## config.mk

```make
export PLATFORM = sky130hd
export DESIGN_NAME = riscv_mmio_uart_tx
export DESIGN_NICKNAME = d
export VERILOG_FILES = /design/src/rtl/riscv_mmio_uart_tx.sv
export SDC_FILE = /design/constraint.sdc
export NUM_CORES = 1
export LEC_CHECK = 0
export ABC_AREA = 1
export CAP_MARGIN = 20
export CORE_MARGIN = 1.5
export CORE_UTILIZATION = 45
export DETAILED_ROUTE_END_ITERATION = 10
export PLACE_DENSITY_LB_ADDON = 0.05
export SETUP_SLACK_MARGIN = 0.2
export SYNTH_ARGS = -nofsm -noshare
export SYNTH_HDL_FRONTEND = slang
export SYNTH_SLANG_ARGS = --single-unit
```

## constraint.sdc

```tcl
create_clock -name i_clk -period 3.6 [get_ports i_clk]
set_clock_uncertainty 0.05 [all_clocks]
set_input_delay 0.72 -clock i_clk [delete_from_list [all_inputs] [get_ports i_clk]]
set_output_delay 0.72 -clock i_clk [all_outputs]
set_load 0.02 [all_outputs]
```

## src/rtl/riscv_mmio_uart_tx.sv

```systemverilog
// Memory-mapped UART transmitter that snoops core stores to TXDATA/CTRL and
// serializes queued bytes 8N1, LSB first, on o_uart_tx.
module riscv_mmio_uart_tx #(
  parameter int unsigned      XLEN         = 32,
  parameter logic [XLEN-1:0]  BASE_ADDR    = XLEN'(32'h0000_1000),
  parameter int unsigned      CLKS_PER_BIT = 868,
  parameter int unsigned      FIFO_DEPTH   = 16,
  parameter int unsigned      FIFO_AW      = 4
) (
  input  logic                i_clk,
  input  logic                i_rstn,
  input  logic [XLEN-1:0]     i_dmem_addr,
  input  logic                i_dmem_wr_en,
  input  logic [XLEN-1:0]     i_dmem_wr_data,
  input  logic [XLEN/8-1:0]   i_dmem_byte_sel,
  output logic                o_uart_tx,
  output logic                o_tx_busy,
  output logic                o_fifo_full,
  output logic                o_fifo_empty,
  output logic [15:0]         o_drop_cnt,
  output logic [XLEN-1:0]     o_status
);

  localparam int unsigned BAUD_W = (CLKS_PER_BIT > 1) ? $clog2(CLKS_PER_BIT) : 1;
  localparam int unsigned PTR_W  = FIFO_AW + 1;

  typedef enum logic [1:0] {S_IDLE, S_START, S_DATA, S_STOP} state_t;

  state_t             state_q, state_d;
  logic [BAUD_W-1:0]  baud_q, baud_d;
  logic [2:0]         bit_q, bit_d;
  logic [7:0]         shift_q, shift_d;
  logic               tx_q, tx_d;
  logic               busy_q, busy_d;
  logic [PTR_W-1:0]   wptr_q, wptr_d, rptr_q, rptr_d;
  logic               full_q, full_d, empty_q, empty_d;
  logic               enable_q, enable_d;
  logic [15:0]        drop_q, drop_d;
  logic               pop, push, drop;
  logic [PTR_W-1:0]   fill;
  logic [7:0]         mem [FIFO_DEPTH];

  // Bus decode: only byte lane 0 of the two word registers is observed
  logic addr_hit, hit_tx, hit_ctrl, baud_last;
  assign addr_hit  = i_dmem_wr_en && (i_dmem_addr[XLEN-1:3] == BASE_ADDR[XLEN-1:3])
                     && i_dmem_byte_sel[0];
  assign hit_tx    = addr_hit && (i_dmem_addr[2:0] == 3'd0);
  assign hit_ctrl  = addr_hit && (i_dmem_addr[2:0] == 3'd4);
  assign baud_last = (baud_q == BAUD_W'(CLKS_PER_BIT - 1));

  logic unused_bits;
  assign unused_bits = ^{i_dmem_wr_data[XLEN-1:8], i_dmem_byte_sel[XLEN/8-1:1]};

  always_ff @(posedge i_clk) begin
    if (!i_rstn) begin
      state_q  <= S_IDLE;
      baud_q   <= '0;
      bit_q    <= '0;
      shift_q  <= '0;
      tx_q     <= 1'b1;
      busy_q   <= 1'b0;
      wptr_q   <= '0;
      rptr_q   <= '0;
      full_q   <= 1'b0;
      empty_q  <= 1'b1;
      enable_q <= 1'b1;
      drop_q   <= '0;
    end else begin
      state_q  <= state_d;
      baud_q   <= baud_d;
      bit_q    <= bit_d;
      shift_q  <= shift_d;
      tx_q     <= tx_d;
      busy_q   <= busy_d;
      wptr_q   <= wptr_d;
      rptr_q   <= rptr_d;
      full_q   <= full_d;
      empty_q  <= empty_d;
      enable_q <= enable_d;
      drop_q   <= drop_d;
    end
  end

  // FIFO storage carries no reset; pointers define validity
  always_ff @(posedge i_clk) begin
    if (push) mem[wptr_q[FIFO_AW-1:0]] <= i_dmem_wr_data[7:0];
  end

  always_comb begin
    state_d  = state_q;
    baud_d   = baud_q;
    bit_d    = bit_q;
    shift_d  = shift_q;
    pop      = 1'b0;
    enable_d = enable_q;
    drop_d   = drop_q;

    case (state_q)
      S_IDLE: begin
        if (enable_q && !empty_q) begin
          pop     = 1'b1;
          shift_d = mem[rptr_q[FIFO_AW-1:0]];
          state_d = S_START;
          baud_d  = '0;
        end
      end
      S_START: begin
        if (baud_last) begin
          state_d = S_DATA;
          baud_d  = '0;
          bit_d   = '0;
        end else begin
          baud_d = baud_q + BAUD_W'(1);
        end
      end
      S_DATA: begin
        if (baud_last) begin
          baud_d = '0;
          if (bit_q == 3'd7) begin
            state_d = S_STOP;
          end else begin
            bit_d   = bit_q + 3'd1;
            shift_d = {1'b0, shift_q[7:1]};
          end
        end else begin
          baud_d = baud_q + BAUD_W'(1);
        end
      end
      S_STOP: begin
        if (baud_last) begin
          state_d = S_IDLE;
          baud_d  = '0;
        end else begin
          baud_d = baud_q + BAUD_W'(1);
        end
      end
      default: state_d = S_IDLE;
    endcase

    // Line level follows the next state so tx changes on the same edge
    case (state_d)
      S_START: tx_d = 1'b0;
      S_DATA:  tx_d = shift_d[0];
      default: tx_d = 1'b1;
    endcase
    busy_d = (state_d != S_IDLE);

    // A pop in the same cycle frees a slot for a store into a full FIFO
    push    = hit_tx && (!full_q || pop);
    drop    = hit_tx && full_q && !pop;
    wptr_d  = wptr_q + PTR_W'(push);
    rptr_d  = rptr_q + PTR_W'(pop);
    empty_d = (wptr_d == rptr_d);
    full_d  = (wptr_d[FIFO_AW] != rptr_d[FIFO_AW]) &&
              (wptr_d[FIFO_AW-1:0] == rptr_d[FIFO_AW-1:0]);

    if (hit_ctrl) enable_d = i_dmem_wr_data[0];
    if (hit_ctrl && i_dmem_wr_data[1]) drop_d = '0;
    else if (drop && (drop_q != 16'hFFFF)) drop_d = drop_q + 16'd1;
  end

  assign fill         = wptr_q - rptr_q;
  assign o_uart_tx    = tx_q;
  assign o_tx_busy    = busy_q;
  assign o_fifo_full  = full_q;
  assign o_fifo_empty = empty_q;
  assign o_drop_cnt   = drop_q;
  assign o_status     = XLEN'({drop_q, 8'(fill), 5'b0, enable_q, busy_q, full_q});

endmodule
```

=== Word-level counts from Yosys, hierarchy flattened ===
Memories as Yosys holds them, arrays and structs flattened. A register that Yosys moved wholly into a read port is not among the register bits.
Cells that the tools add are included.

* Add/subtract/negate cells: 6
* Equality and inequality tests: 17
* Muxes and demuxes: 23
* Bitwise logic cells: 1
* Reduce and logical (&&, ||, !) cells: 24

{| class="wikitable"
|+ Operator list
! cell !! number
|-
| 29-bit by 10-bit equality test with 1-bit output, second input constant || 1
|-
| 8-bit two-way mux || 3
|-
| 10-bit two-way mux || 2
|-
| 10-bit one-hot mux with 2 select lines || 1
|-
| 16-bit by 1-bit adder with 16-bit output, second input constant || 1
|-
| 16-bit inequality test, second input constant || 1
|-
| 8-bit one-hot mux with 2 select lines || 1
|-
| 1-bit logical AND || 11
|-
| 10-bit by 1-bit adder with 10-bit output, second input constant || 1
|-
| 5-bit by 1-bit adder with 5-bit output || 2
|-
| 10-bit equality test, second input constant || 1
|-
| 2-bit two-way mux || 5
|-
| 3-bit two-way mux || 3
|-
| 2-bit inequality test, second input constant || 4
|-
| 2-bit one-hot mux with 4 select lines || 1
|-
| 4-bit AND reduction || 2
|-
| 2-bit equality test, second input constant || 3
|-
| 3-bit equality test, second input constant || 2
|-
| 3-bit one-hot mux with 2 select lines || 1
|-
| 2-bit nonzero test || 3
|-
| 5-bit equality test || 1
|-
| 5-bit subtractor || 1
|-
| 2-bit by 1-bit equality test with 1-bit output, second input constant || 2
|-
| 4-bit equality test || 1
|-
| 12 further kinds || 17
|}

* Bits in registers: 54
* RAM bits: 128
* Logic and storage cells: 85
* Memories kept: 1

{| class="wikitable"
|+ Memory list
! name !! depth !! bits a word !! read ports !! clocked after memory_dff !! wr ports !! RTL line !! source
|-
| mem || 16 || 8 || 1 || 1 || 1 || 41 || <nowiki>logic [7:0] mem [FIFO_DEPTH];</nowiki>
|}

=== Depth between registers and ports, before layout ===
* Depth in word-level cells: 9
* Mapped depth: 17
* Depth with buffers taken out: 17

=== Worst setup path before layout ===
No wires, ideal clock.

* Path type: input to register
* From: input i_dmem_addr[24]
* To: register empty_q, in the netlist o_fifo_empty
* Setup time: 0.061 ns
* Arrival time: 2.440 ns
* Required time: 3.489 ns
* Setup slack: 1.049 ns
* Stages: 16
* Path buffers: 0
* Path through: nor2_1 -> nand2_1 -> nor2_1 -> nand2_1 -> nor2_2 -> nand2_1 -> nor2_2 -> o21ai_2 -> inv_1 -> ha_1 -> ha_1 -> nand3_1 -> xnor2_1 -> xor2_1 -> nand3_1 -> nand2_1

* Word-level cells in the longest chain between the ends: 7

{| class="wikitable"
|+ RTL lines
! item !! RTL line !! source
|-
| from (decl) || 12 || <nowiki>input logic [XLEN-1:0] i_dmem_addr,</nowiki>
|-
| 29-bit by 10-bit equality test with 1-bit output || 45 || <nowiki>assign addr_hit = i_dmem_wr_en && (i_dmem_addr[XLEN-1:3] == BASE_ADDR[XLEN-1:3])</nowiki>
|-
| 1-bit logical AND || 45 ||
|-
| 1-bit logical AND || 46 || <nowiki>&& i_dmem_byte_sel[0];</nowiki>
|-
| 1-bit logical AND || 47 || <nowiki>assign hit_tx = addr_hit && (i_dmem_addr[2:0] == 3'd0);</nowiki>
|-
| 1-bit logical AND || 149 || <nowiki>push = hit_tx && (!full_q || pop);</nowiki>
|-
| 5-bit by 1-bit adder with 5-bit output || 151 || <nowiki>wptr_d = wptr_q + PTR_W'(push);</nowiki>
|-
| 5-bit equality test || 153 || <nowiki>empty_d = (wptr_d == rptr_d);</nowiki>
|-
| to (signal assigned) || 78 || <nowiki>empty_q <= empty_d;</nowiki>
|-
| to (decl) || 36 || <nowiki>logic full_q, full_d, empty_q, empty_d;</nowiki>
|}

Every way passes these cells.
A chain may end at the register's enable or synchronous reset.

=== Final worst setup path ===
* From: register wptr_q[0]
* To: output o_status[10]

* Word-level cells in the longest chain between the ends: 1

{| class="wikitable"
|+ RTL lines
! item !! RTL line !! source
|-
| from (decl) || 35 || <nowiki>logic [PTR_W-1:0] wptr_q, wptr_d, rptr_q, rptr_d;</nowiki>
|-
| from (signal assigned) || 75 || <nowiki>wptr_q <= wptr_d;</nowiki>
|-
| 5-bit subtractor || 162 || <nowiki>assign fill = wptr_q - rptr_q;</nowiki>
|-
| to (decl) || 21 || <nowiki>output logic [XLEN-1:0] o_status</nowiki>
|}

Every way passes these cells.

==> metrics.log <==
INFO  metric outcome = complete, no violations
INFO  metric cpPeakStageDelay = 0.66 ns
INFO  metric cp.arrival = 2.38 ns
INFO  metric transition_at_the_pin_with_the_smallest_max_transition_slack = 0.680 ns
INFO  metric grt.overflow.total = 0
INFO  metric endpoint_kind = output pin
INFO  metric crit_path_max_fanout = 4
INFO  metric grt_setup_unrepaired = no
INFO  metric route.antenna.remaining_nets = 0
INFO  metric worstSetupPathType = reg -> out
INFO  metric synth.avg_cell_area = 9.43 um2
INFO  metric antenna_found_initial = 0
INFO  metric globalRouteTotalUtil = 0.210
INFO  metric worstSetupStartpointType = flip-flop
INFO  metric p_total = 4.99 mW
INFO  metric synth_top_cell_area_share = 0.450
INFO  metric cts.path.max_buffers = 2
INFO  metric grt_pass1_wl = 31800 um
INFO  metric critPathRequiredTime = 2.83 ns
INFO  metric yosysMostFrequentCell = nor2_1
INFO  metric num_io_pins = 123
INFO  metric ys_seq_area_frac = 0.576
INFO  metric timing.fmax = 317 MHz
INFO  metric max_cap_violations = 0
INFO  metric ys_seq_elements = 182
INFO  metric cts_made_buffers = 17
INFO  metric drtPass1Iterations = 5
INFO  metric place_congestion = 0.821
INFO  metric num-fill-cells = 1684
INFO  metric tritoncts = yes
INFO  metric detail_route.wirelength = 19800 um
INFO  metric cts.htree.levels = 4
INFO  metric detailroute.via_count = 6382
INFO  metric drt-wirelength-per-cell = 16.0 um
INFO  metric ys_dominant_reg_cell = edfxtp_1
INFO  metric timing.setup.tns = 0 ns
INFO  metric setup_viol = 0
INFO  metric cts_root_buffer = clkbuf_16
INFO  metric power-per-cell-area = 487 nW/um2
INFO  metric worst-r2r-cell-count = 12
INFO  metric final-instance-count-excl-fill = 1240
INFO  metric fp-row-count = 50
INFO  metric p_leak = 3.61 nW
INFO  metric syn2layout_area_growth = 19.8%
INFO  metric post-route-period-util = 0.875
INFO  metric initial_utilization = 0.459
INFO  metric total_die_area = 19800 um2
INFO  metric drc_errors = 0
INFO  metric post_synth_main_area_contributors = edfxtp_1, dfxtp_1, nor2_1, nand2_1, o21ai_0
INFO  metric synth_edf_count = 128
INFO  metric synthesis.area = 8550 um2
INFO  metric number_of_global_route_vias_before_repair = 6020
INFO  metric synth_cells = 907
INFO  metric yosysWarnings = 0
INFO  metric floorplan.core_area = 18600 um2
INFO  metric drt-initial-drc-count = 358
INFO  metric num-nets-final = 1077
INFO  metric numPlacedInstances = 1208
INFO  metric synth.top_cells.by_count = nor2_1, edfxtp_1, nand2_1
INFO  metric vias_per_cell = 5.15
INFO  metric layout-drive-gt1-share = 0.0915
INFO  metric tightest_hold_margin = 0.421 ns
INFO  metric largest_net_degree_at_the_start_of_global_routing = 66
INFO  metric clk_latency = 0.44 ns
INFO  metric clock_tree_sinks = 182
INFO  metric synth.distinct_cells = 44
INFO  metric yosys.area.top_type = edfxtp_1
INFO  metric hold_viol_final = 0
INFO  metric crit_path_top_delay_cell = clkdlybuf4s50_1
INFO  metric hpwlAfterDp = 13300 um
INFO  metric timing.critical_path.cells = inv_1 > ha_1 > fa_1 > xnor2_1 > clkdlybuf4s50_1
INFO  metric timing.final.crit_period = 3.15 ns
INFO  metric io_buffer_count = 87
INFO  metric worstHoldPathType = reg -> reg
INFO  metric clock_pin_transition_on_the_worst_setup_and_hold_timing_paths = 0.08 ns
INFO  metric peakVddDrop = 0.000337 V
INFO  metric final_report_max_slew_violation_count = 0
INFO  metric worst_hold_path.num_cells = 2
INFO  metric fp.dieH = 141 um
INFO  metric antennaDiodeCount = 0
INFO  metric postCtsSetupBuffers = 0
INFO  metric async_reset_ff_frac = 0
INFO  metric max-slew-margin-rel = 0.547
INFO  metric width_of_the_chip = 141 um
-- metal layers --
layer | track usage | share of wire
met5 | 0 | 0
met4 | 0.0630 | 0.015
met3 | 0.0455 | 0.051
met2 | 0.352 | 0.48
met1 | 0.274 | 0.46
-- power breakdown --
part	switching, mW	total (mW)	internal, mW
logic	0.483	0.733	0.250
registers	0.0245	2.30	2.27
clock network	0.937	1.96	1.02
total	1.44	4.99	3.54
-- repair_timing --
item                       in CTS  in global routing
hold buffers                    0                  0
pin swaps                       0                  0
resized for setup               2                  1
setup endpoints to repair       1                  1
-- final cells by class --
cell class	count	area, um2	area share
clock buffer	17	425	0.0415
clock inverter	15	210	0.0205
inverter	68	256	0.0250
multi-input combinational	609	3060	0.298
sequential	182	4930	0.481
tap	234	293	0.0286
timing repair buffer	115	1080	0.105
-- sequential cells by signal (all words and copies together), names as in the netlist --
register,flops
baud_q,10
enable_q,1
o_drop_cnt,16
o_fifo_full,1
state_q,2
mem,128
o_tx_busy,1
shift_q,8
o_uart_tx,1
rptr_q,5
wptr_q,5
o_fifo_empty,1
bit_q,3
-- cell usage in the layout (no fill, tap or decap), types with 3 or more instances in the layout --
cell	Yosys	final
clkinv_1	5	4
clkbuf_16	0	17
nor2_4	3	3
inv_1	58	58
dfxtp_1	54	52
nand2_1	126	126
nor2_1	178	178
o21ai_0	85	85
o211ai_1	21	21
nand4_1	12	12
nor3_1	16	16
xor2_1	10	10
conb_1	1	8
xnor2_1	7	7
nand3b_1	5	5
a21oi_1	29	29
edfxtp_1	128	128
nor2_2	8	8
ha_1	12	12
clkdlybuf4s50_1	0	86
o221ai_1	12	12
buf_4	29	28
nand3_1	49	49
clkinv_8	0	5
inv_6	0	4
nand2_2	5	5
inv_2	5	5
-- critical path, delay by kind of cell (launching register included) --
family	cells	cell delay [ns]
flip-flops	1	0.39
adder cells (fa/ha/maj)	2	0.64
XOR/XNOR	1	0.15
buffers and inverters	2	0.76
-- logic make-up (layout without fill, tap and decap cells) --
group / count (synthesis) / after routing / share of synthesized area
XOR/XNOR: 17 / 17 / 0.0174
AND/OR/NAND/NOR: 411 / 411 / 0.208
AO/OA/AOI/OAI: 159 / 159 / 0.108
flip-flops: 182 / 182 / 0.576
multiplexers: 1 / 1 / 0.00117
adder cells (fa/ha/maj): 13 / 13 / 0.0199
other: 1 / 8 / 0.000439
buffers and inverters: 123 / 215 / 0.0698
-- final timing paths --
kind | startpoint | to | slack [ns]
min reg2reg | shift_q[7] | shift_q[7] | 0.42
max | wptr_q[0] | o_status[10] | 0.45
max reg2reg | enable_q | o_fifo_empty | 1.18
min | shift_q[7] | shift_q[7] | 0.42
-- through the flow --
step           instance area [um2]  utilization  worst slack, ns
2_1_floorplan                 8580            -             1.05
3_3_place_gp                  9610        0.516            0.254
5_1_grt                      10200        0.550            0.254
4_1_cts                      10200        0.550            0.329
3_5_place_dp                  9610        0.516            0.262
6_report                     10200        0.550            0.450
Note: power is estimated with default switching activity, not from simulation.
==> RTL edit 1: new RTL, same settings <==
`CLKS_PER_BIT`: 868 -> 1736.
--- a/src/rtl/riscv_mmio_uart_tx.sv
+++ b/src/rtl/riscv_mmio_uart_tx.sv
@@ -4,5 +4,5 @@
   parameter int unsigned      XLEN         = 32,
   parameter logic [XLEN-1:0]  BASE_ADDR    = XLEN'(32'h0000_1000),
-  parameter int unsigned      CLKS_PER_BIT = 868,
+  parameter int unsigned      CLKS_PER_BIT = 1736,
   parameter int unsigned      FIFO_DEPTH   = 16,
   parameter int unsigned      FIFO_AW      = 4
Function: same outputs for any inputs over 10 cycles, from zero or initial values and one cycle with i_rstn low; that may be too few to reach the edited logic, so the function may still have changed.
==> RTL edit 1 against the original RTL <==
  * Sequential cell count is 1 higher
  * Setup slack lost 16 ps
  * Non-clock buffer count is 6 higher
  * Design area fell by 0.31%
  * Critical path depth stayed put
  * Routed wire length up 1.6%
  * Area after synthesis decreased by 0.76%
  * Sequential share of layout area increased by 0.33 points
  * Critical endpoint unchanged
  * Power down 0.27%
  * Hold slack better by 8.6 ps
  * Sequential power about the same
==> RTL edit 1: results (changes against the original RTL) <==
synth:
  yosysSeqAreaShare_pct: 58.3  # +0.68 points
  ys_top_cells_by_count: "nor2_1, edfxtp_1, nand2_1"
  syn_inst: 891  # -1.8%
grt:
  grt_pass1_wl_um: 31600  # -0.67%
  grtUsageMet1_pct: 25.4  # -2.0 points
  use_met3_pct: 4.27  # -0.28 points
  grt_pass1_vias: 6251  # +3.8%
  gr-usage-met2_pct: 37.6  # +2.5 points
  grt_start_max_net_pins: 67  # +1.5%
  grt_use_total_pct: 21.1  # +0.066 points
clock_network:
  post_cts_resized: 1  # -1
power_and_ir_drop:
  ir_drop_mv: 0.365  # +8.4%
  total_power_mw: 4.97  # -0.27%
  p_switching_mw: 1.37  # -4.8%
critical_path:
  reg2reg_depth: 13  # +1
  r2r_start: "state_q[0]"
  reg2reg_slack_ps: 1010  # -170 ps
  arrival_ps: 2400  # +20 ps
  r2r_end: "o_fifo_full"
placement:
  place_inst: 1196  # -0.99%
  postPlaceCellArea_um2: 9590  # -0.20%
  routabilityCongestion: 0.857  # +4.4%
finish:
  post_route_cells_drive_above_1_share_pct: 8.45  # -0.69 points
  nNetsFinal: 1065  # -1.1%
  fillCellCount: 1635  # -2.9%
routing:
  via_count: 6521  # +2.2%
  drt_iter0_drc: 292  # -18%
outcome:
  status: "complete, no violations"
timing:
  worstMarginPinSlew_ps: 817  # +138 ps
-- RTL edit 1: cell types whose count changed in the layout (fill, tap and decap cells not counted), moves of 5 or more --
cell      delta
buf_4        +6
inv_1        +5
nand2_1     -10
nand3_1      -9
nor2_2       -5
nor3_1       -7
o211ai_1     -7
o221ai_1     +7
o22ai_1      +6
-- RTL edit 1: cells by family after synthesis --
kind of cell | count (synthesis) | synth area share (%)
adders and majority gates | 13 | 2.01
DFF | 183 | 58.3
AOI/OAI and AO/OA | 167 | 11.3
xor gates and xnor gates | 18 | 1.86
and+or+nand+nor | 383 | 19.3
other | 1 | 0.0442
buffers and inverters | 125 | 7.05
muxes | 1 | 0.118
-- RTL edit 1: metrics by stage --
step	hold slack [ps]	setup slack (ps)
2_1_floorplan	396	1150
3_3_place_gp	412	293
3_5_place_dp	415	250
4_1_cts	426	448
5_1_grt	463	340
6_report	430	434
-- RTL edit 1: routing by layer --
| metal | share of wire [%] | vias to the layer above |
|---|---|---|
| met4 | 1.9 | 0 |
| met2 | 50 | 172 |
| met3 | 4.7 | 29 |
| li1 | - | 3216 |
| met5 | 0 | - |
| met1 | 43 | 3104 |
-- RTL edit 1: final cells by class --
| type | instances | area, um2 | share of cell area [%] |
|---|---|---|---|
| Tap cell | 234 | 293 | 2.87 |
| Inverter | 68 | 258 | 2.52 |
| Clock inverter | 15 | 200 | 1.96 |
| Sequential cell | 183 | 4950 | 48.4 |
| Timing Repair Buffer | 121 | 1120 | 11.0 |
| Clock buffer | 17 | 425 | 4.16 |
| Multi-Input combinational cell | 590 | 2970 | 29.1 |
-- RTL edit 1: worst min-delay path, cell delays in order, from the launching register on --
cell and delay [ps]:
dfxtp_1 320, nand2_1 60, a21oi_1 60
==> RTL edit 2: new RTL, same flow settings <==
Made on the original files. Put one more register stage on the output `o_drop_cnt`. The value now appears one clock later. The other outputs are not delayed to match.
--- a/src/rtl/riscv_mmio_uart_tx.sv
+++ b/src/rtl/riscv_mmio_uart_tx.sv
@@ -165,5 +165,7 @@
   assign o_fifo_full  = full_q;
   assign o_fifo_empty = empty_q;
-  assign o_drop_cnt   = drop_q;
+  always_ff @(posedge i_clk) begin
+    o_drop_cnt <= drop_q;
+  end
   assign o_status     = XLEN'({drop_q, 8'(fill), 5'b0, enable_q, busy_q, full_q});
 
Function: same outputs for any inputs over 10 cycles, from zero or initial values and one cycle with i_rstn low; that may be too few to reach the edited logic, so the function may still have changed.
==> RTL edit 2 against the original RTL <==
  * Power grew 17%
  * Fmax up 0.61%
  * Non-clock buffer count decreased by 2
  * Sequential cell count rose by 16
  * Setup slack better by 19 ps
  * Clock power is 7% higher
  * Routed wire length is 7.9% higher
  * Area after synthesis grew 3.6%
  * First-iteration DRC count rose by 11%
  * Global-route usage grew 1.1 points
  * Design area rose by 4.6%
  * Critical path type unchanged
==> RTL edit 2: results (changes against the original RTL) <==
outcome:
  status: "complete, no violations"
critical_path:
  arrival_ps: 2360  # -20 ps
  reg2reg_depth: 9  # -3
  r2r_start: "rptr_q[0]"
  crit_end: "o_status[11]"
  reg2reg_slack_ps: 880  # -300 ps
  worstPathMaxFanout: 6  # +2
  setup.worst_path.start: "wptr_q[2]"
hold_path:
  min_from: "drop_q[12]"
  hold_end: "o_drop_cnt[12]"
  hold_path_depth: 0  # -2
routing:
  m1WireLength_um: 9870  # +9.0%
  drt_iter0_drc: 399  # +11%
  wl_met3_um: 799  # -22%
  via_per_inst: 5.25  # +2.1%
  route.met2.wl_um: 10300  # +9.3%
  wl_per_cell_um: 17.0  # +6.6%
synth:
  ys_top_cells_by_count: "nor2_1, edfxtp_1, nand2_1"
  yosysSeqAreaShare_pct: 59.2  # +1.6 points
  synth_area_leaders: "edfxtp_1, dfxtp_1, nor2_1, o21ai_0, nand2_1"
  yosysUniqueCellTypes: 52  # +18%
grt:
  grtUsageMet1_pct: 30.1  # +2.6 points
  grt_start_max_net_pins: 67  # +1.5%
  gr-usage-met2_pct: 36.1  # +0.90 points
  grt_pass1_vias: 6491  # +7.8%
  grt_pass1_wl_um: 33900  # +6.6%
  grt_use_total_pct: 22.1  # +1.1 points
timing:
  timing.hold.ws_ps: 355  # -66.5 ps
  slew_headroom_pct: 40.9  # -14 points
  fin_ws_ps: 469  # +19.2 ps
placement:
  routabilityCongestion: 0.835  # +1.7%
  place_inst: 1223  # +1.2%
  pre_cts_ws_ps: 219  # -43.5 ps
  postPlaceCellArea_um2: 10100  # +4.6%
power_and_ir_drop:
  p_leak_nw: 3.74  # +3.5%
  ir_drop_mv: 0.331  # -1.8%
finish:
  post_route_cells_drive_above_1_share_pct: 12.1  # +3.0 points
  nNetsFinal: 1061  # -1.5%
clock_network:
  post_cts_resized: 1  # -1
RTL edit 2: power groups by stage:
stage / Sequential (mW) / Clock, mW / Combinational, mW
floorplan: 2.57 / 0 / 0.800
global placement: 2.55 / 0 / 1.17
global route: 2.51 / 2.23 / 1.34
CTS: 2.50 / 2.13 / 1.21
detailed placement: 2.56 / 0 / 1.20
finish: 2.50 / 2.10 / 1.20
RTL edit 2: cells by family (layout without fill, tap and decap cells):
family,count (synthesis),in the layout,share of synthesized area [%]
AO/OA/AOI/OAI,174,174,11.8
buffers and inverters,111,215,5.62
flip-flops,198,198,59.2
XOR/XNOR,18,18,1.78
adder cells (fa/ha/maj),13,13,1.92
other,1,8,0.0423
AND/OR/NAND/NOR,364,364,19.7
RTL edit 2: layout make-up:
class	count	area, um2
Clock inverter	15	233
Fill cell	1752	8680
Inverter	70	267
Tap cell	265	332
Sequential cell	198	5250
Clock buffer	17	425
Timing Repair Buffer	113	1070
Multi-Input combinational cell	577	3140
